**src/rtl/mmu_io_master.sv**
```systemverilog
// IO bus master for the MMU register block: runs a fixed boot programming
// sequence after reset, then serves host IO read/write requests with an
// ADDR / STRB / HOLD bus cycle.
module mmu_io_master #(
    parameter int unsigned STRB_CYC    = 2,
    parameter bit          INIT_EN     = 1'b1,
    parameter logic [23:0] MAP_INIT    = 24'o11111110,
    parameter logic [1:0]  CLKDIV_INIT = 2'd3
) (
    input  logic       clk,
    input  logic       reset,
    input  logic       req,
    input  logic       we,
    input  logic [7:0] addr,
    input  logic [7:0] wdata,
    output logic       ack,
    output logic [7:0] rdata,
    output logic       busy,
    output logic       init_done,
    output logic [7:0] io_a,
    output logic [7:0] io_dout,
    output logic       io_doe,
    input  logic [7:0] io_din,
    output logic       iorq_n,
    output logic       rd_n,
    output logic       wr_n
);

    typedef enum logic [1:0] {IDLE, ADDR, STRB, HOLD} state_t;

    localparam logic [3:0] STRB_LAST = 4'(STRB_CYC - 1);
    localparam logic [3:0] BOOT_LAST = 4'd10;

    state_t     state;
    state_t     state_nxt;
    logic [3:0] strb_cnt;
    logic [3:0] boot_step;
    logic       cur_we;
    logic       cur_boot;
    logic [7:0] cur_addr;
    logic [7:0] cur_data;
    logic       start_boot;
    logic       start_host;
    logic       strb_end;

    // Port address of each boot step: unlock read, eight bank maps, clock divider, lock.
    function automatic logic [7:0] boot_addr(input logic [3:0] step);
        logic [7:0] a;
        case (step)
            4'd0:    a = 8'hD1;
            4'd9:    a = 8'hD0;
            4'd10:   a = 8'hD1;
            default: a = 8'hD7 + {4'b0000, step};
        endcase
        return a;
    endfunction

    // Data of each boot step; bank fields are zero-extended from 3 bits.
    function automatic logic [7:0] boot_data(input logic [3:0] step);
        logic [7:0]  d;
        logic [23:0] fields;
        fields = 24'h0;
        case (step)
            4'd0:    d = 8'h00;
            4'd9:    d = {6'b000000, CLKDIV_INIT};
            4'd10:   d = 8'h00;
            default: begin
                fields = MAP_INIT >> (3 * (int'(step) - 1));
                d      = {5'b00000, fields[2:0]};
            end
        endcase
        return d;
    endfunction

    assign start_boot = (state == IDLE) && INIT_EN && !init_done;
    assign start_host = (state == IDLE) && init_done && req;
    assign strb_end   = (state == STRB) && (strb_cnt == STRB_LAST);

    // Bus FSM state register.
    always_ff @(posedge clk or negedge reset) begin
        if (!reset) begin
            state <= IDLE;
        end else begin
            state <= state_nxt;
        end
    end

    // Bus FSM next-state logic.
    always_comb begin
        state_nxt = state;
        case (state)
            IDLE:    if (start_boot || start_host) state_nxt = ADDR;
            ADDR:    state_nxt = STRB;
            STRB:    if (strb_end) state_nxt = HOLD;
            HOLD:    state_nxt = IDLE;
            default: state_nxt = IDLE;
        endcase
    end

    // Latch the transaction (boot step or host request) when a bus cycle starts.
    always_ff @(posedge clk or negedge reset) begin
        if (!reset) begin
            cur_addr <= 8'h00;
            cur_data <= 8'h00;
            cur_we   <= 1'b0;
            cur_boot <= 1'b0;
        end else if (start_boot) begin
            cur_addr <= boot_addr(boot_step);
            cur_data <= boot_data(boot_step);
            cur_we   <= (boot_step != 4'd0);
            cur_boot <= 1'b1;
        end else if (start_host) begin
            cur_addr <= addr;
            cur_data <= wdata;
            cur_we   <= we;
            cur_boot <= 1'b0;
        end
    end

    // Count strobe cycles.
    always_ff @(posedge clk or negedge reset) begin
        if (!reset) begin
            strb_cnt <= 4'd0;
        end else if (state == ADDR) begin
            strb_cnt <= 4'd0;
        end else if ((state == STRB) && !strb_end) begin
            strb_cnt <= strb_cnt + 4'd1;
        end
    end

    // Advance the boot sequencer at the end of each boot bus cycle.
    always_ff @(posedge clk or negedge reset) begin
        if (!reset) begin
            boot_step <= 4'd0;
            init_done <= 1'b0;
        end else if (!INIT_EN) begin
            init_done <= 1'b1;
        end else if ((state == HOLD) && cur_boot) begin
            if (boot_step == BOOT_LAST) begin
                init_done <= 1'b1;
            end else begin
                boot_step <= boot_step + 4'd1;
            end
        end
    end

    // Host completion pulse and read data capture; boot reads never reach rdata.
    always_ff @(posedge clk or negedge reset) begin
        if (!reset) begin
            ack   <= 1'b0;
            rdata <= 8'h00;
        end else begin
            ack <= (state == HOLD) && !cur_boot;
            if (strb_end && !cur_we && !cur_boot) begin
                rdata <= io_din;
            end
        end
    end

    // Strobes decode straight from state so reset releases them immediately.
    always_comb begin
        iorq_n  = (state != STRB);
        rd_n    = !((state == STRB) && !cur_we);
        wr_n    = !((state == STRB) && cur_we);
        io_a    = cur_addr;
        io_dout = cur_data;
        io_doe  = cur_we && (state != IDLE);
        busy    = (state != IDLE) || (!init_done && (boot_step != 4'd0));
    end

endmodule

```
**config.mk**
```make
export PLATFORM = sky130hd
export DESIGN_NAME = mmu_io_master
export DESIGN_NICKNAME = d
export VERILOG_FILES = /design/src/rtl/mmu_io_master.sv
export SDC_FILE = /design/constraint.sdc
export NUM_CORES = 1
export LEC_CHECK = 0
export CAP_MARGIN = 10
export CORE_MARGIN = 5
export CORE_UTILIZATION = 45
export DETAILED_ROUTE_END_ITERATION = 16
export PLACE_DENSITY_LB_ADDON = 0.12
export SLEW_MARGIN = 5
export SYNTH_ARGS = -nofsm -noshare
export SYNTH_HDL_FRONTEND = slang
export SYNTH_SLANG_ARGS = --single-unit
```
**constraint.sdc**
```tcl
create_clock -name clk -period 6.2 [get_ports clk]
set_input_delay 0.93 -clock clk [delete_from_list [all_inputs] [get_ports clk]]
set_output_delay 0.93 -clock clk [all_outputs]
set_load 0.01 [all_outputs]
```
Word-level counts from Yosys, hierarchy flattened --
Index checks and enable logic that the tools add are counted.
Operators by class: $add $sub $neg 4, $mul 1, eq/ne operators 9, shifts and indexed selects 1, mux-type cells 15, bitwise operators 1, reduce and logical (&&, ||, !) cells 31
Operator list (count):
- 8-bit two-way mux | 4
- 22-bit by 32-bit right shift with 3-bit output, first input constant | 1
- 8-bit one-hot mux with 2 select lines | 1
- 1-bit logical AND | 13
- 4-bit by 1-bit adder with 4-bit output, second input constant | 2
- 7-bit by 5-bit adder with 8-bit output, first input constant | 1
- 4-bit equality test, second input constant | 2
- 3-bit by 5-bit multiplier with 8-bit output, first input constant | 1
- 4-bit two-way mux | 2
- 2-bit one-hot mux with 4 select lines | 1
- 1-bit zero test | 6
- 3-bit one-hot mux with 2 select lines | 1
- 2-bit AND reduction | 3
- 2-bit nonzero test | 3
- 4-bit by 1-bit subtractor with 5-bit output, second input constant | 1
- 2-bit equality test, second input constant | 2
- 4-bit by 1-bit equality test with 1-bit output, second input constant | 1
- 4-bit zero test | 1
- 1-bit two-way mux | 4
- 2-bit two-way mux | 2
- 2-bit inequality test, second input constant | 2
- 4-bit nonzero test | 1
- 2-bit by 1-bit equality test with 1-bit output, second input constant | 1
- 2-bit zero test | 1
- other kinds (4) | 5
Word-level totals: register bits after elaboration 38, output and inout bits 31, word-level logic and storage cells 72

Longest topological paths before layout --
Gate-level depths: netlist of the first run.
depth after elaboration 6, mapped depth 13, depth with buffers taken out 11

Worst setup path before layout of the first run --
OpenSTA, ideal clock, no wires.
path kind register to register, start register boot_step[0], end register cur_data[0] (netlist: io_dout[0]), setup time 0.096 ns, data arrival time 3.143 ns, path slack 2.961 ns, cell stages (with the launch flop) 13, buffers on the path 2, period minus slack after synthesis 3.239 ns, cell sequence dfrtp_1 buf_2 inv_1 ha_1 xor2_1 ha_1 ha_1 fa_1 clkbuf_1 or3b_1 o32ai_1 o21ai_1 o32ai_2
Between the ends: longest elaborated chain between the ends 5, elaborated cells between the ends (all ways) 9, those cells by class add/sub: 1; mul: 1; eq/ne: 2; shift: 1; mux: 2; reduce/logical: 2
Ends and longest elaborated chain:
- start, declared | RTL line 37 | logic [3:0] boot_step;
- start signal, assigned | RTL line 142 | boot_step <= boot_step + 4'd1;
- 4-bit by 1-bit subtractor with 5-bit output | RTL line 68 | fields = MAP_INIT >> (3 * (int'(step) - 1));
- 3-bit by 5-bit multiplier with 8-bit output | RTL line 68
- 22-bit by 32-bit right shift with 3-bit output | RTL line 68
- 3-bit one-hot mux with 2 select lines * | RTL line 63 | case (step)
- 8-bit two-way mux * | RTL line 107 | end else if (start_boot) begin
- end signal, assigned | RTL line 109 | cur_data <= boot_data(boot_step);
- end signal, assigned | RTL line 114 | cur_data <= wdata;
- end, declared | RTL line 41 | logic [7:0] cur_data;
Every way passes the cells marked *; elsewhere a longest branch is shown, timed or not. A chain may end at the register's enable or synchronous reset.

Final worst setup path of the first run --
start register boot_step[0], end register cur_data[1] (netlist: io_dout[1])
Same word-level chain as after synthesis.

==> flow_summary.toml, run 1 <==
[grt]
grt_usage_pct = 18.2
grt_use_met1_pct = 22.0
use_met3_pct = 3.80
grt_overflow = 0
use_met2_pct = 31.6
busiest_layer = "met2"
grt_max_degree = 39
grt_pass1_wl_mm = 9.45
antenna_found_initial = 0
grt_pass1_vias = 1990

[run]
cap_violations = 0

[critical_path]
cp-start-kind = "register"
crit_fanout = 14
path_class = "reg2reg"
crit_path_end_kind = "register"
worstPathArrival_ps = 3840
cp_data_required_time_ps = 6420
reg2regPathDepth = 11

[floorplan]
rows = 26
die_height_um = 82.6
coreArea_um2 = 5110
num_io_pins = 59
die_area_um2 = 6830
start_util_pct = 46.5
dieWidth_um = 82.6

[sta]
rsz0062_at_grt = "no"
setup_viol = 0
slew_violations = 0
fin_crit_sh_pct = 58.5
finClkSkew_ps = 4.54
tightest_slew_ps = 837
maxSlewHeadroom_pct = 44.2
holdWs_ps = 492
fin_crit_ps = 3630
max_freq_ghz = 0.276
fin_tns_setup_ps = 0
final_hold_viol_count = 0

[logic_synthesis]
ys.flop_type = "dfrtp_1"
synth_cells = 260
async_flop_share_pct = 100
netlist_top_cells_count = "40 x nand2_1, 38 x dfrtp_1, 24 x o21ai_0"
syn_nets = 307
synth.top_cell.area_share_pct = 40.0
synth_area_leaders = "dfrtp_1 40%, ha_1 9.5%, nand2_1 6.3%, o21ai_0 5.1%, mux2_1 3.8%"
synthDistinctLibCells = 52
ys_seq_area_share_pct = 40.0
synth_edf_count = 0
synth.ff_latch_count = 38
netlist_area_um2 = 2370
synth_top_area_cell = "dfrtp_1"
synth_most_common_cell = "nand2_1"
avgSynthCellArea_um2 = 9.13
ys_warn_count = 0

[placed_design]
dpl.hpwl_mm = 4.41
place_area_um2 = 2970
gp_congestion = 0.827
port_buffers = 58
place_inst = 375

[clocking]
post_cts_buffers = 0
clkTransAtPathRegs_ps = 70
cts.path.max_buffers = 2
ctsRootBufferMaster = "clkbuf_8"
h-tree-depth = 2
cts_hold_buf = 0
cts-buffers-inserted = 5
insertion_delay_ps = 290
cts_tree = "built"
ctsResizeCount = 0
cts.sinks = 38

[layout]
post-route-cell-area_um2 = 3050
n_antenna_cell = 0
finalNetCount = 359
drive_gt1_share_pct = 4.81
syn2layout_area_growth_pct = 28.5
fin_cells = 382

[drt]
drtIter0Drc = 110
drcViolationCount = 0
detail_route.wl_per_cell_um = 15.0
drtPass1Iterations = 4
drtAntennaViolNets = 0
routed_via_density = 5.29
wirelength_mm = 5.75
vias = 2022

[pwr]
leakagePower_nw = 1.28
peakVddDrop_v = 0.000100
powerDensity_nw_per_um2 = 146

[status]
status = "finished, final reports clean"

[worst_hold_path]
hold_depth = 1
hold_class = "reg2reg"
-- cells in the final DEF (no fill, tap or decap), drive strengths merged, types with 4 or more instances in the layout --
cell and count:
clkbuf 5, nand3 7, nand2b 4, a31oi 5, a21oi 12, inv 18
dfrtp 38, clkdlybuf4s50 57, nand2 40, mux2 9, xor2 7, nor2 14
ha 18, o21ai 25
-- worst paths after layout --
check                                  start     endpoint  slack [ps]
min in group asynchronous              reset  strb_cnt[0]         730
worst min register to register      rdata[5]     rdata[5]         490
max in group asynchronous              reset   io_dout[5]        4940
worst max-delay path            boot_step[0]   io_dout[1]        2570
worst min-delay path                rdata[5]     rdata[5]         490
worst max register to register  boot_step[0]   io_dout[1]        2570
-- power by group --
part | internal [W] | switching (W)
clock network | 0.0000755 | 0.0000862
logic | 0.0000205 | 0.0000116
registers | 0.000250 | 0.00000117
-- per-layer routing --
metal  part of all wire, %  vias to the layer above
li1                      -                     1000
met2                    49                       48
met1                    44                      969
met3                   5.5                        5
met4                   1.2                        0
met5                     0                        -
-- state kept, by name, indices dropped and copies added (netlist names) --
name and cells:
io_dout 8, strb_cnt 4, cur_boot 1, ack 1, boot_step 4, state 2
init_done 1, io_a 8, rdata 8, cur_we 1
-- layout make-up --
cell class / count / area, um^2
well taps: 70 / 87.6
flip-flops and latches: 38 / 951
fillers: 486 / 2060
multi-input cells: 191 / 1290
clock buffers: 5 / 68.8
clock inverters: 2 / 10.0
inverters: 18 / 67.6
repair buffers: 58 / 576
-- metrics by stage --
| stage | setup WS [ps] | power [W] | utilization [%] |
|---|---|---|---|
| CTS | 2550 | 0.000451 | 59.8 |
| global route | 2200 | 0.000465 | 59.8 |
| floorplan | 2960 | 0.000261 | - |
| detailed placement | 2580 | 0.000289 | 58.2 |
| finish | 2570 | 0.000445 | 59.8 |
| global placement | 2700 | 0.000289 | 58.2 |
-- critical path: stages, from the launching register on --
cell	delay, ps
dfrtp_1	640
inv_1	200
ha_1	310
xor2_1	270
ha_1	280
ha_1	220
fa_1	420
xor2_1	470
or3b_1	390
nand3_1	90
nand4_1	80
o22ai_1	170
-- logic make-up (layout without fill, tap and decap cells) --
group,count (synthesis),after routing,synth area share [%]
XOR/XNOR,9,9,3.32
AO/OA/AOI/OAI,62,62,16.4
multiplexers,10,10,4.69
buffers and inverters,31,83,5.58
adder cells (fa/ha/maj),19,19,10.3
flip-flops,38,38,40.0
AND/OR/NAND/NOR,91,91,19.7
Note: power is estimated with default switching activity, not from simulation.
==> run 2, diff against run 1 <==
==> constraint.sdc (replaced) <==
create_clock -name clk -period 3.45 [get_ports clk]
set_input_delay 0.5175 -clock clk [delete_from_list [all_inputs] [get_ports clk]]
set_output_delay 0.5175 -clock clk [all_outputs]
set_load 0.01 [all_outputs]
==> flow_summary.toml, run 2 (synthesis results as in run 1) <==
[run]
cap_violations = 0

[pwr]
peakVddDrop_v = 0.000132
switching_share_pct = 21.6
switchingPower_w = 0.000179
clock_power_share_pct = 38.4
p_seq_share_pct = 54.6
combPwrFrac_pct = 7.0
p_int_w = 0.000648
p_total_w = 0.000827
leakagePower_nw = 1.32
powerDensity_nw_per_um2 = 264

[floorplan]
die_area_um2 = 6830
start_util_pct = 46.5
die_height_um = 82.6
rows = 26
num_io_pins = 59
dieWidth_um = 82.6
coreArea_um2 = 5110

[grt]
grt_overflow = 0
grt_pass1_vias = 2067
use_met3_pct = 3.04
antenna_found_initial = 0
grt_pass1_wl_mm = 9.49
use_met2_pct = 32.0
grt_usage_pct = 18.1
grt_max_degree = 39
busiest_layer = "met2"
grt_use_met1_pct = 22.3

[clocking]
cts_hold_buf = 0
insertion_delay_ps = 280
cts_tree = "built"
cts.sinks = 38
h-tree-depth = 2
cts.path.max_buffers = 2
clkTransAtPathRegs_ps = 80
cts-buffers-inserted = 5
ctsRootBufferMaster = "clkbuf_8"

[critical_path]
cp_data_required_time_ps = 3640
cpMostUsedCell = "ha_1"
cp_top_family = "adder cells"
cp_slowest_stage_delay_ps = 440
crit_fanout = 9
path_class = "reg2reg"
reg2regPathDepth = 11
cp.depth = 11
cp_num_buf_inv = 1
slowest_stage = "fa_1"
crit_chain = "inv_1 -> ha_1 -> xor2_2 -> ha_1 -> ha_1 -> fa_1 -> xor2_2 -> or3b_1 -> o32ai_1 -> o21ai_1 -> o32ai_2"
worstPathArrival_ps = 3430
cp-start-kind = "register"
crit_path_end_kind = "register"

[drt]
vias = 2058
routed_via_density = 5.28
drtPass1Iterations = 4
drtAntennaViolNets = 0
detail_route.wl_per_cell_um = 15.3
wirelength_mm = 5.96
drcViolationCount = 0
drtIter0Drc = 110

[sta]
finClkSkew_ps = 4.90
holdWs_ps = 341
slew_violations = 0
postLayoutSetupSlackWorst_ps = 215
maxSlewHeadroom_pct = 41.5
fin_tns_setup_ps = 0
max_freq_ghz = 0.309
fin_crit_sh_pct = 93.8
rsz0062_at_grt = "no"
fin_crit_ps = 3240
final_hold_viol_count = 0
tightest_slew_ps = 877
setup_viol = 0

[placed_design]
dp_slack_ps = 122
dpl.hpwl_mm = 4.55
gp_congestion = 0.895
port_buffers = 58
place_area_um2 = 3020

[layout]
syn2layout_area_growth_pct = 31.9
n_fill_cell = 467
n_antenna_cell = 0
layout_common_cells = "57 x clkdlybuf4s50_1, 40 x nand2_1, 38 x dfrtp_1, 24 x o21ai_0"
drive_gt1_share_pct = 7.50
post-route-cell-area_um2 = 3130
finalNetCount = 366
final_common_cell = "clkdlybuf4s50_1"

[status]
status = "finished, final reports clean"

[worst_hold_path]
hold_class = "in2async"
## run 2: cell types whose count changed in the layout (fill, tap and decap cells not counted)
cell,change
buf_4,+7
xor2_1,-2
xor2_2,+2
clkbuf_1,+1
clkbuf_8,+1
clkinv_2,-1
## run 2: power groups by stage
stage               clock [W]  combinational [W]  sequential, W
finish               0.000317          0.0000580       0.000452
global route         0.000345          0.0000632       0.000452
CTS                  0.000323          0.0000595       0.000452
detailed placement          0          0.0000589       0.000461
global placement            0          0.0000581       0.000461
floorplan                   0         0.00000548       0.000463
## run 2: final timing paths
kind	slack [ps]	to	from
setup reg to reg	210	io_dout[0]	boot_step[1]
min in group clk	490	rdata[5]	rdata[5]
hold / removal	340	strb_cnt[0]	reset
hold reg to reg	490	rdata[5]	rdata[5]
max in group asynchronous	2550	boot_step[2]	reset
setup / recovery	210	io_dout[0]	boot_step[1]
## run 2: timing repair
| action | CTS | global route |
|---|---|---|
| resized for setup | 0 | 2 |
| buffers inserted | 0 | 1 |
| endpoints found under the hold margin | 0 | 0 |
| setup endpoints to repair | 0 | 2 |
## run 2: final cells by class
cell class                 instances  area, um^2  share of cell area (%)
multi-input combinational        191        1310                    41.7
sequential                        38         951                    30.4
timing repair buffer              65         628                    20.1
tap                               70        87.6                    2.80
clock buffer                       7        86.3                    2.76
inverter                          18        67.6                    2.16
clock inverter                     1        5.00                   0.160
## run 2: metrics by stage
| step | cells | utilization, % |
|---|---|---|
| floorplan | 260 | - |
| global placement | 381 | 59.1 |
| detailed placement | 381 | 59.1 |
| CTS | 389 | 60.9 |
| global route | 390 | 61.3 |
| finish | 390 | 61.3 |
## run 2: routing by layer
layer  share of wire, %  vias to the layer above
met5                  0                        -
met4                1.0                        0
met3                4.4                        8
met2                 49                       39
met1                 45                      990
li1                   -                     1021
==> RTL edit (flow settings as in run 2) <==
Reset style: synchronous (`reset`), changed in 5 clocked blocks.
--- a/src/rtl/mmu_io_master.sv
+++ b/src/rtl/mmu_io_master.sv
@@ -79,3 +79,3 @@
     // Bus FSM state register.
-    always_ff @(posedge clk or negedge reset) begin
+    always_ff @(posedge clk) begin
         if (!reset) begin
@@ -100,3 +100,3 @@
     // Latch the transaction (boot step or host request) when a bus cycle starts.
-    always_ff @(posedge clk or negedge reset) begin
+    always_ff @(posedge clk) begin
         if (!reset) begin
@@ -120,3 +120,3 @@
     // Count strobe cycles.
-    always_ff @(posedge clk or negedge reset) begin
+    always_ff @(posedge clk) begin
         if (!reset) begin
@@ -131,3 +131,3 @@
     // Advance the boot sequencer at the end of each boot bus cycle.
-    always_ff @(posedge clk or negedge reset) begin
+    always_ff @(posedge clk) begin
         if (!reset) begin
@@ -147,3 +147,3 @@
     // Host completion pulse and read data capture; boot reads never reach rdata.
-    always_ff @(posedge clk or negedge reset) begin
+    always_ff @(posedge clk) begin
         if (!reset) begin
Behaviour: differs if reset is asserted again (counterexample within 4 cycles, from zero or initial values and one cycle with reset low); with reset held inactive, the same outputs for 10 cycles.
==> RTL edit against run 2 <==
- worst setup slack better by 96 ps
- critical path depth stayed put
- die area is 6.5% lower
- cell area fell by 6.2%
- wire length is 5.4% lower
- clock skew increased by 4.9 ps
- utilization is 0.91 points higher
- fmax increased by 3.1%
- area after synthesis down 7.4%
- non-clock buffer count is 2 lower
- first-iteration DRC count decreased by 29%
- sequential cell count did not move
- critical endpoint is now io_dout[2]$_SDFFE_PN0P_
Power is not compared: it rests on default switching activity, and its combinational part moved more than twofold at a synthesized area within 25%.
==> RTL edit: results (changes against run 2) <==
[yosys]
yosysUniqueCellTypes = 53  ; +1.9%
synthTopCellsByArea = dfxtp_1 (35%), ha_1 (10%), mux2i_1 (6.4%)
syn_nets = 306  ; -0.33%
yosys.area_share.adder = 0.112  ; +0.00829
seq_area_frac_synth = 0.346  ; -0.0544
synth_xor_area_frac = 0.0398  ; +0.00665
synth_compound_area_frac = 0.159  ; -0.00449
synthTopCellsByCount = dfxtp_1 (38), nand2_1 (28), nor2_1 (27)

[setup_path]
slowest_stage = fa_1
cp.arrival_ps = 3330  ; -100 ps
crit_family = adder cells
r2r-end = io_dout[2]$_SDFFE_PN0P_
regToRegStartpoint = boot_step[1]$_SDFFE_PN0P_
slowest_delay_ps = 670  ; +230 ps

[placed_design]
place_hpwl_um = 4200  ; -7.7%
place_congestion = 0.863  ; -3.6%

[worst_hold_path]
hold_path.class = reg2reg
whs_path_depth = 2

[layout]
nets = 361  ; -1.4%
drive_gt1_frac = 0.0732  ; -0.00175
nFillCells = 428  ; -8.4%

[clocking]
clockRootBuffer = clkbuf_8
postCtsSetupRepairBufs = 0  ; unchanged

[global_route]
grt_pass1_vias = 1866  ; -9.7%
grt_max_degree = 19  ; -51%
grt_first_pass_wirelength_um = 9040  ; -4.8%

[run_status]
status = finished, final reports clean

[sta]
tightestPinTransition_ps = 766  ; -111 ps
fin_skew_ps = 9.79  ; +4.89 ps

[route]
drtIter0Drc = 78  ; -29%

## RTL edit: changes by cell type after synthesis, moves of 12 or more
cell            run 2  this run
dfxtp_1             0        38
nand2_1            40        28
dfrtp_1            38         0
nor2_1             13        27
mux2i_1             1        14
o21ai_0            24         7
## RTL edit: worst max path at each step
stage | endpoint | cells after the start | from
after global placement | io_dout[1]$_SDFFE_PN0P_ | 11 | boot_step[1]$_SDFFE_PN0P_
final | io_dout[2]$_SDFFE_PN0P_ | 11 | boot_step[1]$_SDFFE_PN0P_
after detailed placement | io_dout[1]$_SDFFE_PN0P_ | 11 | boot_step[1]$_SDFFE_PN0P_
after global routing | io_dout[2]$_SDFFE_PN0P_ | 11 | boot_step[1]$_SDFFE_PN0P_
after floorplan | io_dout[1]$_SDFFE_PN0P_ | 13 | boot_step[0]$_SDFFE_PN0P_
after CTS | io_dout[1]$_SDFFE_PN0P_ | 10 | boot_step[0]$_SDFFE_PN0P_
## RTL edit: power groups by stage
stage / clock network [mW] / logic (mW) / registers, mW
CTS: 0.394 / 0.734 / 0.541
global placement: 0 / 0.731 / 0.548
floorplan: 0 / 0.462 / 0.558
detailed placement: 0 / 0.729 / 0.550
global route: 0.409 / 0.809 / 0.550
finish: 0.388 / 0.733 / 0.540
## RTL edit: routing by layer
metal  track usage  vias up  part of all wire
li1              -     1016                 -
met1         0.247      900              0.46
met2         0.276       69              0.45
met3        0.0508        6             0.079
met4        0.0507        0             0.012
met5             0        -                 0
## RTL edit: cell families (layout without fill, tap and decap cells)
logic type / after synthesis / after routing
adders and majority gates: 19 / 19
buffers and inverters: 27 / 82
DFF: 38 / 38
muxes: 14 / 14
xor gates and xnor gates: 10 / 10
and+or+nand+nor: 102 / 102
AOI/OAI and AO/OA: 49 / 49
## RTL edit: worst register-to-register path, delay by kind of cell, from the launching register on
family | cells | cell delay (ps)
xor gates and xnor gates | 1 | 220
DFF | 1 | 440
buffers and inverters | 2 | 270
AOI/OAI and AO/OA | 3 | 400
and+or+nand+nor | 1 | 120
adders and majority gates | 4 | 1590
## RTL edit: per-stage QoR
stage / std cells / hold WS, ps / setup slack [ps] / instance area, um^2
4_1_cts: 381 / 468 / 336 / 2940
2_1_floorplan: 259 / 445 / 352 / 2200
3_5_place_dp: 374 / 457 / 345 / 2830
6_report: 381 / 466 / 311 / 2940
3_3_place_gp: 374 / 455 / 411 / 2830
5_1_grt: 381 / 489 / 38.9 / 2940
## RTL edit: final cells by class
type | count | area, um^2 | area share
Timing Repair Buffer | 63 | 618 | 0.210
Clock buffer | 6 | 82.6 | 0.0281
Clock inverter | 1 | 30.0 | 0.0102
Multi-Input combinational cell | 194 | 1320 | 0.448
Sequential cell | 38 | 761 | 0.259
Tap cell | 67 | 83.8 | 0.0285
Inverter | 12 | 46.3 | 0.0158
